==> src/rtl/if_fetch_unit.sv <==
// ---------------------------------------------------------------------------
// if_fetch_unit -- instruction-fetch stage.
// Fetches one 32-bit instruction as four byte reads over a shared byte-wide
// memory port. The bytes are assembled little-endian, and the result is
// presented to the IF/ID register as {pc_o, inst_o, inst_valid_o}.
// A redirect from decode aborts any fetch that is in flight.
//
// Optional feature (macro IF_ALIGN_CHECK_EN):
//   defined   : misaligned redirect targets are word-aligned and misalign_o
//               is set; it stays set until rst.
//   undefined : targets are used as given and misalign_o is tied to 0.
//
// Ports:
//   clk, rst        clock, synchronous active-high reset
//   rdy_i           global ready; when low, all state is frozen
//   stall_i         downstream not accepting; also blocks redirects
//   branch_en_i     redirect request
//   branch_addr_i   redirect target
//   mem_req_o       byte-read request (combinational)
//   mem_addr_o      byte address of the request (combinational)
//   mem_gnt_i       grant for the current request
//   mem_rdata_i     read byte, valid the cycle after the grant
//   pc_o, inst_o    presented instruction and its pc
//   inst_valid_o    pc_o/inst_o hold a complete instruction
//   misalign_o      sticky misaligned-redirect flag
// ---------------------------------------------------------------------------
module if_fetch_unit #(
  parameter logic [31:0] RESET_PC = 32'h0000_0000
) (
  input  logic        clk,
  input  logic        rst,
  input  logic        rdy_i,
  input  logic        stall_i,
  input  logic        branch_en_i,
  input  logic [31:0] branch_addr_i,
  output logic        mem_req_o,
  output logic [31:0] mem_addr_o,
  input  logic        mem_gnt_i,
  input  logic [7:0]  mem_rdata_i,
  output logic [31:0] pc_o,
  output logic [31:0] inst_o,
  output logic        inst_valid_o,
  output logic        misalign_o
);

  localparam int unsigned CNT_W = 3;

  typedef enum logic {S_FETCH = 1'b0, S_HOLD = 1'b1} state_t;

  state_t             r_state;
  logic [31:0]        r_pc;
  logic [CNT_W-1:0]   r_issue_cnt;
  logic [CNT_W-1:0]   r_recv_cnt;
  logic               r_pending;
  logic [31:0]        r_pc_o;
  logic [31:0]        r_inst;
  logic               r_valid;

  logic               w_redirect;
  logic               w_req;
  logic               w_grant;
  logic [31:0]        w_target;

  // A redirect is only accepted while running and not stalled.
  assign w_redirect = rdy_i & branch_en_i & ~stall_i;

  // The request is masked in the redirect cycle, so a grant and a redirect
  // never coincide.
  assign w_req   = ~rst & rdy_i & (r_state == S_FETCH) &
                   (r_issue_cnt < CNT_W'(4)) & ~w_redirect;
  assign w_grant = w_req & mem_gnt_i;

`ifdef IF_ALIGN_CHECK_EN
  logic r_misalign;
  assign w_target   = {branch_addr_i[31:2], 2'b00};
  assign misalign_o = r_misalign;
`else
  assign w_target   = branch_addr_i;
  assign misalign_o = 1'b0;
`endif

  assign mem_req_o    = w_req;
  assign mem_addr_o   = rst ? 32'h0 : (r_pc + 32'(r_issue_cnt));
  assign pc_o         = r_pc_o;
  assign inst_o       = r_inst;
  assign inst_valid_o = r_valid;

  // Fetch/hold sequencing, byte assembly and redirect handling.
  always_ff @(posedge clk) begin
    if (rst) begin
      r_state     <= S_FETCH;
      r_pc        <= RESET_PC;
      r_issue_cnt <= '0;
      r_recv_cnt  <= '0;
      r_pending   <= 1'b0;
      r_pc_o      <= RESET_PC;
      r_inst      <= '0;
      r_valid     <= 1'b0;
`ifdef IF_ALIGN_CHECK_EN
      r_misalign  <= 1'b0;
`endif
    end else if (rdy_i) begin
      if (w_redirect) begin
        // Any byte still pending from the previous grant is dropped.
        r_state     <= S_FETCH;
        r_pc        <= w_target;
        r_issue_cnt <= '0;
        r_recv_cnt  <= '0;
        r_pending   <= 1'b0;
        r_valid     <= 1'b0;
`ifdef IF_ALIGN_CHECK_EN
        if (branch_addr_i[1:0] != 2'b00) r_misalign <= 1'b1;
`endif
      end else begin
        case (r_state)
          S_FETCH: begin
            if (w_grant) r_issue_cnt <= r_issue_cnt + CNT_W'(1);
            r_pending <= w_grant;
            if (r_pending) begin
              r_inst[{r_recv_cnt[1:0], 3'b000} +: 8] <= mem_rdata_i;
              r_recv_cnt <= r_recv_cnt + CNT_W'(1);
              if (r_recv_cnt == CNT_W'(3)) begin
                r_state <= S_HOLD;
                r_valid <= 1'b1;
                r_pc_o  <= r_pc;
              end
            end
          end
          S_HOLD: begin
            if (!stall_i) begin
              r_state     <= S_FETCH;
              r_valid     <= 1'b0;
              r_pc        <= r_pc + 32'd4;
              r_issue_cnt <= '0;
              r_recv_cnt  <= '0;
              r_pending   <= 1'b0;
            end
          end
          default: r_state <= S_FETCH;
        endcase
      end
    end
  end

endmodule

==> config.mk <==
export PLATFORM = sky130hd
export DESIGN_NAME = if_fetch_unit
export DESIGN_NICKNAME = d
export VERILOG_FILES = /design/src/rtl/if_fetch_unit.sv
export SDC_FILE = /design/constraint.sdc
export NUM_CORES = 1
export LEC_CHECK = 0
export ABC_CLOCK_PERIOD_IN_PS = 3200
export BUFFER_PORTS_ARGS = -buffer_cell sky130_fd_sc_hd__buf_4
export CORE_MARGIN = 10
export CORE_UTILIZATION = 53
export DETAILED_ROUTE_END_ITERATION = 8
export HOLD_SLACK_MARGIN = 0.1
export PLACE_DENSITY = 0.82
export SKIP_LAST_GASP = 1
export SLEW_MARGIN = 5
export SYNTH_ARGS = -nofsm -noshare
export SYNTH_HDL_FRONTEND = slang
export SYNTH_SLANG_ARGS = --single-unit
==> constraint.sdc <==
create_clock -name clk -period 3.2 [get_ports clk]
set_input_delay 0.64 -clock clk [delete_from_list [all_inputs] [get_ports clk]]
set_output_delay 0.64 -clock clk [all_outputs]
set_load 0.05 [all_outputs]
==> qor.csv, run 1 <==
metric,value,unit
Routed WL,18800,µm
CTS root buf,clkbuf_8,
number of global-route vias before repair,5874,
post-synth cell types,59,
Die W,122,µm
Reg2Reg Launch Point,r_pc[7],
Placer Congestion,0.907,
Fin. Hold Viols,0,
outcome,"finished, violations left",
period utilization,103,%
Post-CTS Hold Fix Bufs,0,
Post-synth top flop,dfxtp_1,
slew margin rel.,43.1,%
"Avg Cell Area, Syn",7.41,µm²
ys async rst share,0,%
Required @ worst endpoint,2.56,ns
leak pwr,2.66,nW
VDD IR max,0.222,mV
CTS tree,done,
Post-Syn Area,5560,µm²
power density cells,360,nW/µm²
Worst EP arrival,2.65,ns
Crit. End Element,primary output,
WHS Path Cells,2,
Worst-Skew Late Latency,0.37,ns
failing checks,negative setup slack,
Setup CP Type,reg -> out,
global-route total usage across every layer,23.8,%
R2R setup slack,0.86,ns
max frequency,0.304,GHz
Slew @ Worst Pin,0.848,ns
Synth Instances,750,
commonest cells in the netlist,"nand2_1 (157), dfxtp_1 (105), a21oi_1 (90)",
vias,6081,
reg2reg path depth,5,
Iter 0 DRT Violations,598,
post-DR vias/cell,5.97,
first-pass GRT wire length,29400,µm
top post-synthesis cells by area,"dfxtp_1 (38%), nand2_1 (11%), a21oi_1 (8.1%)",
CORE AREA,10300,µm²
hpwl dp,13900,µm
Final #Nets,936,
CTS Buf Count,9,
Synth Net Count,808,
post-synth top area share,37.8,%
min-delay src,pc_o[22],
Synth area leader,dfxtp_1,
Antenna diodes,0,
router iterations before antenna repair,5,
Rows,37,
most frequent cell after synthesis,nand2_1,
crit path max fanout,4,
fin worst setup slack,-0.0884,ns
Hold/Removal Path Class,reg -> reg,
GRT Residual Overflow,0,
layout cells sized above 1,26.2,%
worst r2r dst,r_pc[31],
Die Span Y,122,µm
port bufs,143,
Max Slew Vio Count,0,
initial core utilization,54.1,%
RSZ-0062 raised after global routing,true,
CP Launch Type,flop,
Clock transition at path regs,0.10,ns
Layout area overhead,28.2,%
clock skew,0.0187,ns
Post-route DRC,0,
H-tree Lvls,3,
Post-synth EDFFs,0,
Top Ports,145,
drt wl/cell,18.4,µm
minimum clock period,3.29,ns
initial antenna violation count,0,
Max clock buf depth,2,
# setup viols final,1,
hold_ws,0.463,ns
sequential area share after synthesis,37.8,%
largest net degree at the start of global routing,56,
MaxCap Viol Count,0,
post-route ant nets,0,
final core occ,69.4,%
clock tree sinks,105,
Setup TNS,-0.0884,ns
Ys Warns,0,
post-synthesis register bit count,105,
die area,15000,µm²
endpoint of the worst hold path,pc_o[22],
-- kinds of logic after synthesis --
group           count (synthesis)  synth area share (%)
xor+xnor                       24                  3.78
buf+inv                        77                  6.32
flops                         105                  37.8
fa+ha+maj                      12                  2.84
compound gates                167                  17.9
mux                             2                 0.360
simple gates                  362                  30.9
other cells                     1                0.0674
-- sequential cells by signal, indices dropped and copies added, names as in the netlist --
signal,cells
inst_o,32
inst_valid_o,1
pc_o,32
r_issue_cnt,3
r_pc,32
r_pending,1
r_recv_cnt,3
r_state,1
-- critical path, stage by stage (launching register included) --
cell,delay (ns)
dfxtp_1,0.41
inv_1,0.09
fa_2,0.42
nor2b_4,0.13
o211ai_2,0.12
or4_4,0.44
or3_4,0.34
a21oi_2,0.15
buf_6,0.18
-- cell type report --
class	instances	area [µm²]
clock inverter	6	61.3
inverter	8	30.0
tap	136	170
sequential	105	2110
fill	848	3150
clock buffer	10	128
timing repair buffer	186	1410
multi-input combinational	568	3220
-- power by group --
| group | switching (mW) | internal [mW] |
|---|---|---|
| Clock | 0.507 | 0.303 |
| Sequential | 0.0407 | 1.34 |
| Combinational | 0.237 | 0.145 |
| Total | 0.785 | 1.78 |
-- layer usage --
layer  part of all wire (%)  wire length (µm)  track usage (%)  vias to the layer above
li1                       -                 -                -                     2872
met1                     39              7330             27.7                     2860
met2                     50              9320             41.9                      294
met3                    8.1              1520             4.96                       55
met4                    3.2               606             9.13                        0
met5                      0                 0                0                        -
-- worst max-delay path by stage --
stage	startpoint	to	cells after the start
after floorplan	r_issue_cnt[0]	mem_addr_o[26]	8
after global placement	r_issue_cnt[0]	mem_addr_o[26]	9
after detailed placement	r_issue_cnt[0]	mem_addr_o[26]	9
after CTS	r_issue_cnt[0]	mem_addr_o[26]	9
after global routing	r_pc[1]	mem_addr_o[26]	8
final	r_pc[1]	mem_addr_o[26]	8
-- cells in the final DEF, fill, tap and decap left out, types with 7 or more instances in the layout --
cell type | synthesis | final
a21oi_1 | 90 | 88
a22oi_1 | 14 | 14
a31oi_1 | 11 | 11
and2_1 | 7 | 7
buf_4 | 5 | 180
clkbuf_8 | 0 | 9
dfxtp_1 | 105 | 102
ha_1 | 11 | 10
inv_1 | 8 | 7
nand2_1 | 157 | 157
nand3_1 | 56 | 56
nand4_1 | 17 | 17
nor2_1 | 56 | 56
nor3_1 | 15 | 14
o211ai_1 | 9 | 9
o21ai_0 | 19 | 19
or3_1 | 10 | 9
xnor2_1 | 11 | 11
xor2_1 | 13 | 13
-- stage by stage --
stage          total power, mW  instance area (µm²)  setup slack, ns  cells
6_report                  2.57                 7130          -0.0884   1019
2_1_floorplan             1.62                 5580          -0.0497    750
3_5_place_dp              1.77                 6790          -0.0132    999
3_3_place_gp              1.77                 6790           0.0685    999
5_1_grt                   2.65                 7130           -0.184   1019
4_1_cts                   2.57                 7020           -0.103   1017
-- what timing repair did --
item                                    in CTS  in global routing
pin swaps                                    1                  2
endpoints found under the setup margin      11                 21
resized for setup                            7                 19
setup buffers                                2                  2
endpoints found under the hold margin        0                  0
Power figures use the tool's default switching activity.
==> inputs of run 2 (changes only) <==
--- a/config.mk
+++ b/config.mk
@@ -8,10 +8,10 @@
 export ABC_CLOCK_PERIOD_IN_PS = 3200
 export BUFFER_PORTS_ARGS = -buffer_cell sky130_fd_sc_hd__buf_4
 export CORE_MARGIN = 10
-export CORE_UTILIZATION = 53
+export CORE_UTILIZATION = 25
 export DETAILED_ROUTE_END_ITERATION = 8
 export HOLD_SLACK_MARGIN = 0.1
-export PLACE_DENSITY = 0.82
+export PLACE_DENSITY = 0.46
 export SKIP_LAST_GASP = 1
 export SLEW_MARGIN = 5
 export SYNTH_ARGS = -nofsm -noshare
==> qor.csv, run 2 (synthesized netlist as in run 1, its figures left out) <==
metric,value,unit
CORE AREA,21800,µm²
Final Power,2.90,mW
Max Slew Vio Count,0,
endpoint of the worst hold path,inst_o[5],
period utilization,106,%
Post-CTS Hold Fix Bufs,0,
slew margin rel.,31.5,%
Final #Nets,934,
Place WS,0.0623,ns
failing checks,negative setup slack,
post-route ant nets,0,
die area,28600,µm²
Iter 0 DRT Violations,425,
vias,5703,
RSZ-0062 raised after global routing,true,
layout cells sized above 1,25.5,%
Post-route DRC,0,
GRT Residual Overflow,0,
reg2reg path depth,6,
power density cells,393,nW/µm²
Rows,54,
outcome,"finished, violations left",
min-delay src,inst_o[5],
highest routing layer actually used,met4,
R2R setup slack,0.89,ns
Clock transition at path regs,0.08,ns
Hold/Removal Path Class,reg -> reg,
"delay-heaviest family, CP",simple AND/OR/NAND/NOR gates,
largest net degree at the start of global routing,57,
CTS tree,done,
Required @ worst endpoint,2.56,ns
Fin. Hold Viols,0,
Fillers,2402,
met3 WL,1370,µm
Crit. End Element,primary output,
post-DR vias/cell,4.91,
crit path buf inv count,2,
CP Launch Type,flop,
met1 WL,9540,µm
router iterations before antenna repair,7,
most frequent cells in the layout,"buf_4 (179), nand2_1 (157), dfxtp_1 (103)",
global-route total usage across every layer,14.4,%
met2 WL,9950,µm
Antenna diodes,0,
fin worst setup slack,-0.179,ns
Die Span Y,169,µm
"Largest stage delay, worst path",0.53,ns
worst r2r dst,r_pc[28],
Layout area overhead,32.8,%
crit path max fanout,3,
Slew @ Worst Pin,1.03,ns
WHS Path Cells,2,
hpwl dp,15400,µm
initial core utilization,25.5,%
Setup CP Type,reg -> out,
initial antenna violation count,0,
Top Ports,145,
port bufs,143,
minimum clock period,3.38,ns
leak pwr,2.68,nW
CTS Buf Count,9,
number of global-route vias before repair,5583,
clock skew,0.0119,ns
H-tree Lvls,3,
ordered list of cells on the worst path,ha_1 > inv_1 > fa_2 > nor2b_4 > o211ai_4 > or4_4 > or3_1 > a21oi_2 > buf_6,
Worst EP arrival,2.74,ns
max frequency,0.296,GHz
first-pass GRT wire length,33200,µm
slowest cell on the critical path,or4_4,
CTS root buf,clkbuf_16,
Die W,169,µm
Worst-Skew Late Latency,0.36,ns
VDD IR max,0.259,mV
clock tree sinks,105,
Reg2Reg Launch Point,r_pc[18],
"commonest non-fill, non-tap cell in the layout",buf_4,
Placer Congestion,0.830,
MaxCap Viol Count,0,
Max clock buf depth,2,
drt wl/cell,18.2,µm
# setup viols final,1,
Routed WL,21200,µm
==> run 2: stage by stage <==
| stage | util (%) | hold slack, ns | instance area, µm² | TNS [ns] | cells |
|---|---|---|---|---|---|
| finish | 33.8 | 0.455 | 7380 | -0.179 | 1161 |
| global route | 33.8 | 0.475 | 7380 | -0.401 | 1161 |
| CTS | 33.5 | 0.455 | 7310 | -0.186 | 1160 |
| detailed placement | 32.0 | 0.446 | 6990 | 0 | 1143 |
| global placement | 32.0 | 0.440 | 6990 | 0 | 1143 |
| floorplan | - | 0.437 | 5580 | -0.0497 | 750 |
==> run 2: worst max-delay path by stage <==
stage / startpoint / to / slack (ns) / depth (start not counted)
global placement: r_pc[0] / mem_addr_o[26] / 0.11 / 9
detailed placement: r_pc[0] / mem_addr_o[26] / 0.06 / 9
global route: r_issue_cnt[0] / mem_addr_o[26] / -0.28 / 9
finish: r_issue_cnt[0] / mem_addr_o[26] / -0.18 / 9
CTS: r_issue_cnt[0] / mem_addr_o[26] / -0.19 / 9
floorplan: r_issue_cnt[0] / mem_addr_o[26] / -0.05 / 8
==> run 2: final cells by class <==
| type | count | area [µm²] | area share, % |
|---|---|---|---|
| multi-input cells | 568 | 3190 | 43.2 |
| flip-flops and latches | 105 | 2100 | 28.5 |
| repair buffers | 184 | 1400 | 19.0 |
| clock inverters | 7 | 81.3 | 1.10 |
| clock buffers | 9 | 225 | 3.05 |
| well taps | 280 | 350 | 4.74 |
| inverters | 8 | 30.0 | 0.407 |
==> run 2: repair_timing <==
action	CTS	global route
buffers inserted	1	0
endpoints found under the setup margin	7	17
gates resized for setup	4	13
pin swaps	2	0
cloned	0	1
==> run 2: where the power goes <==
group	internal (mW)	switching [mW]	total, mW
Sequential	1.33	0.0478	1.38
Combinational	0.139	0.228	0.367
Clock	0.560	0.590	1.15
Total	2.03	0.866	2.90
==> run 2: routing by layer <==
layer | global-route usage, % | vias to the layer above
met1 | 19.1 | 2649
met3 | 3.33 | 20
li1 | - | 2878
met2 | 23.1 | 156
met4 | 3.75 | 0
met5 | 0 | -
==> run 2: tightest hold or removal path: stages, from the launching register on <==
cell	delay, ns
dfxtp_1	0.31
nand2_1	0.05
a21oi_1	0.05
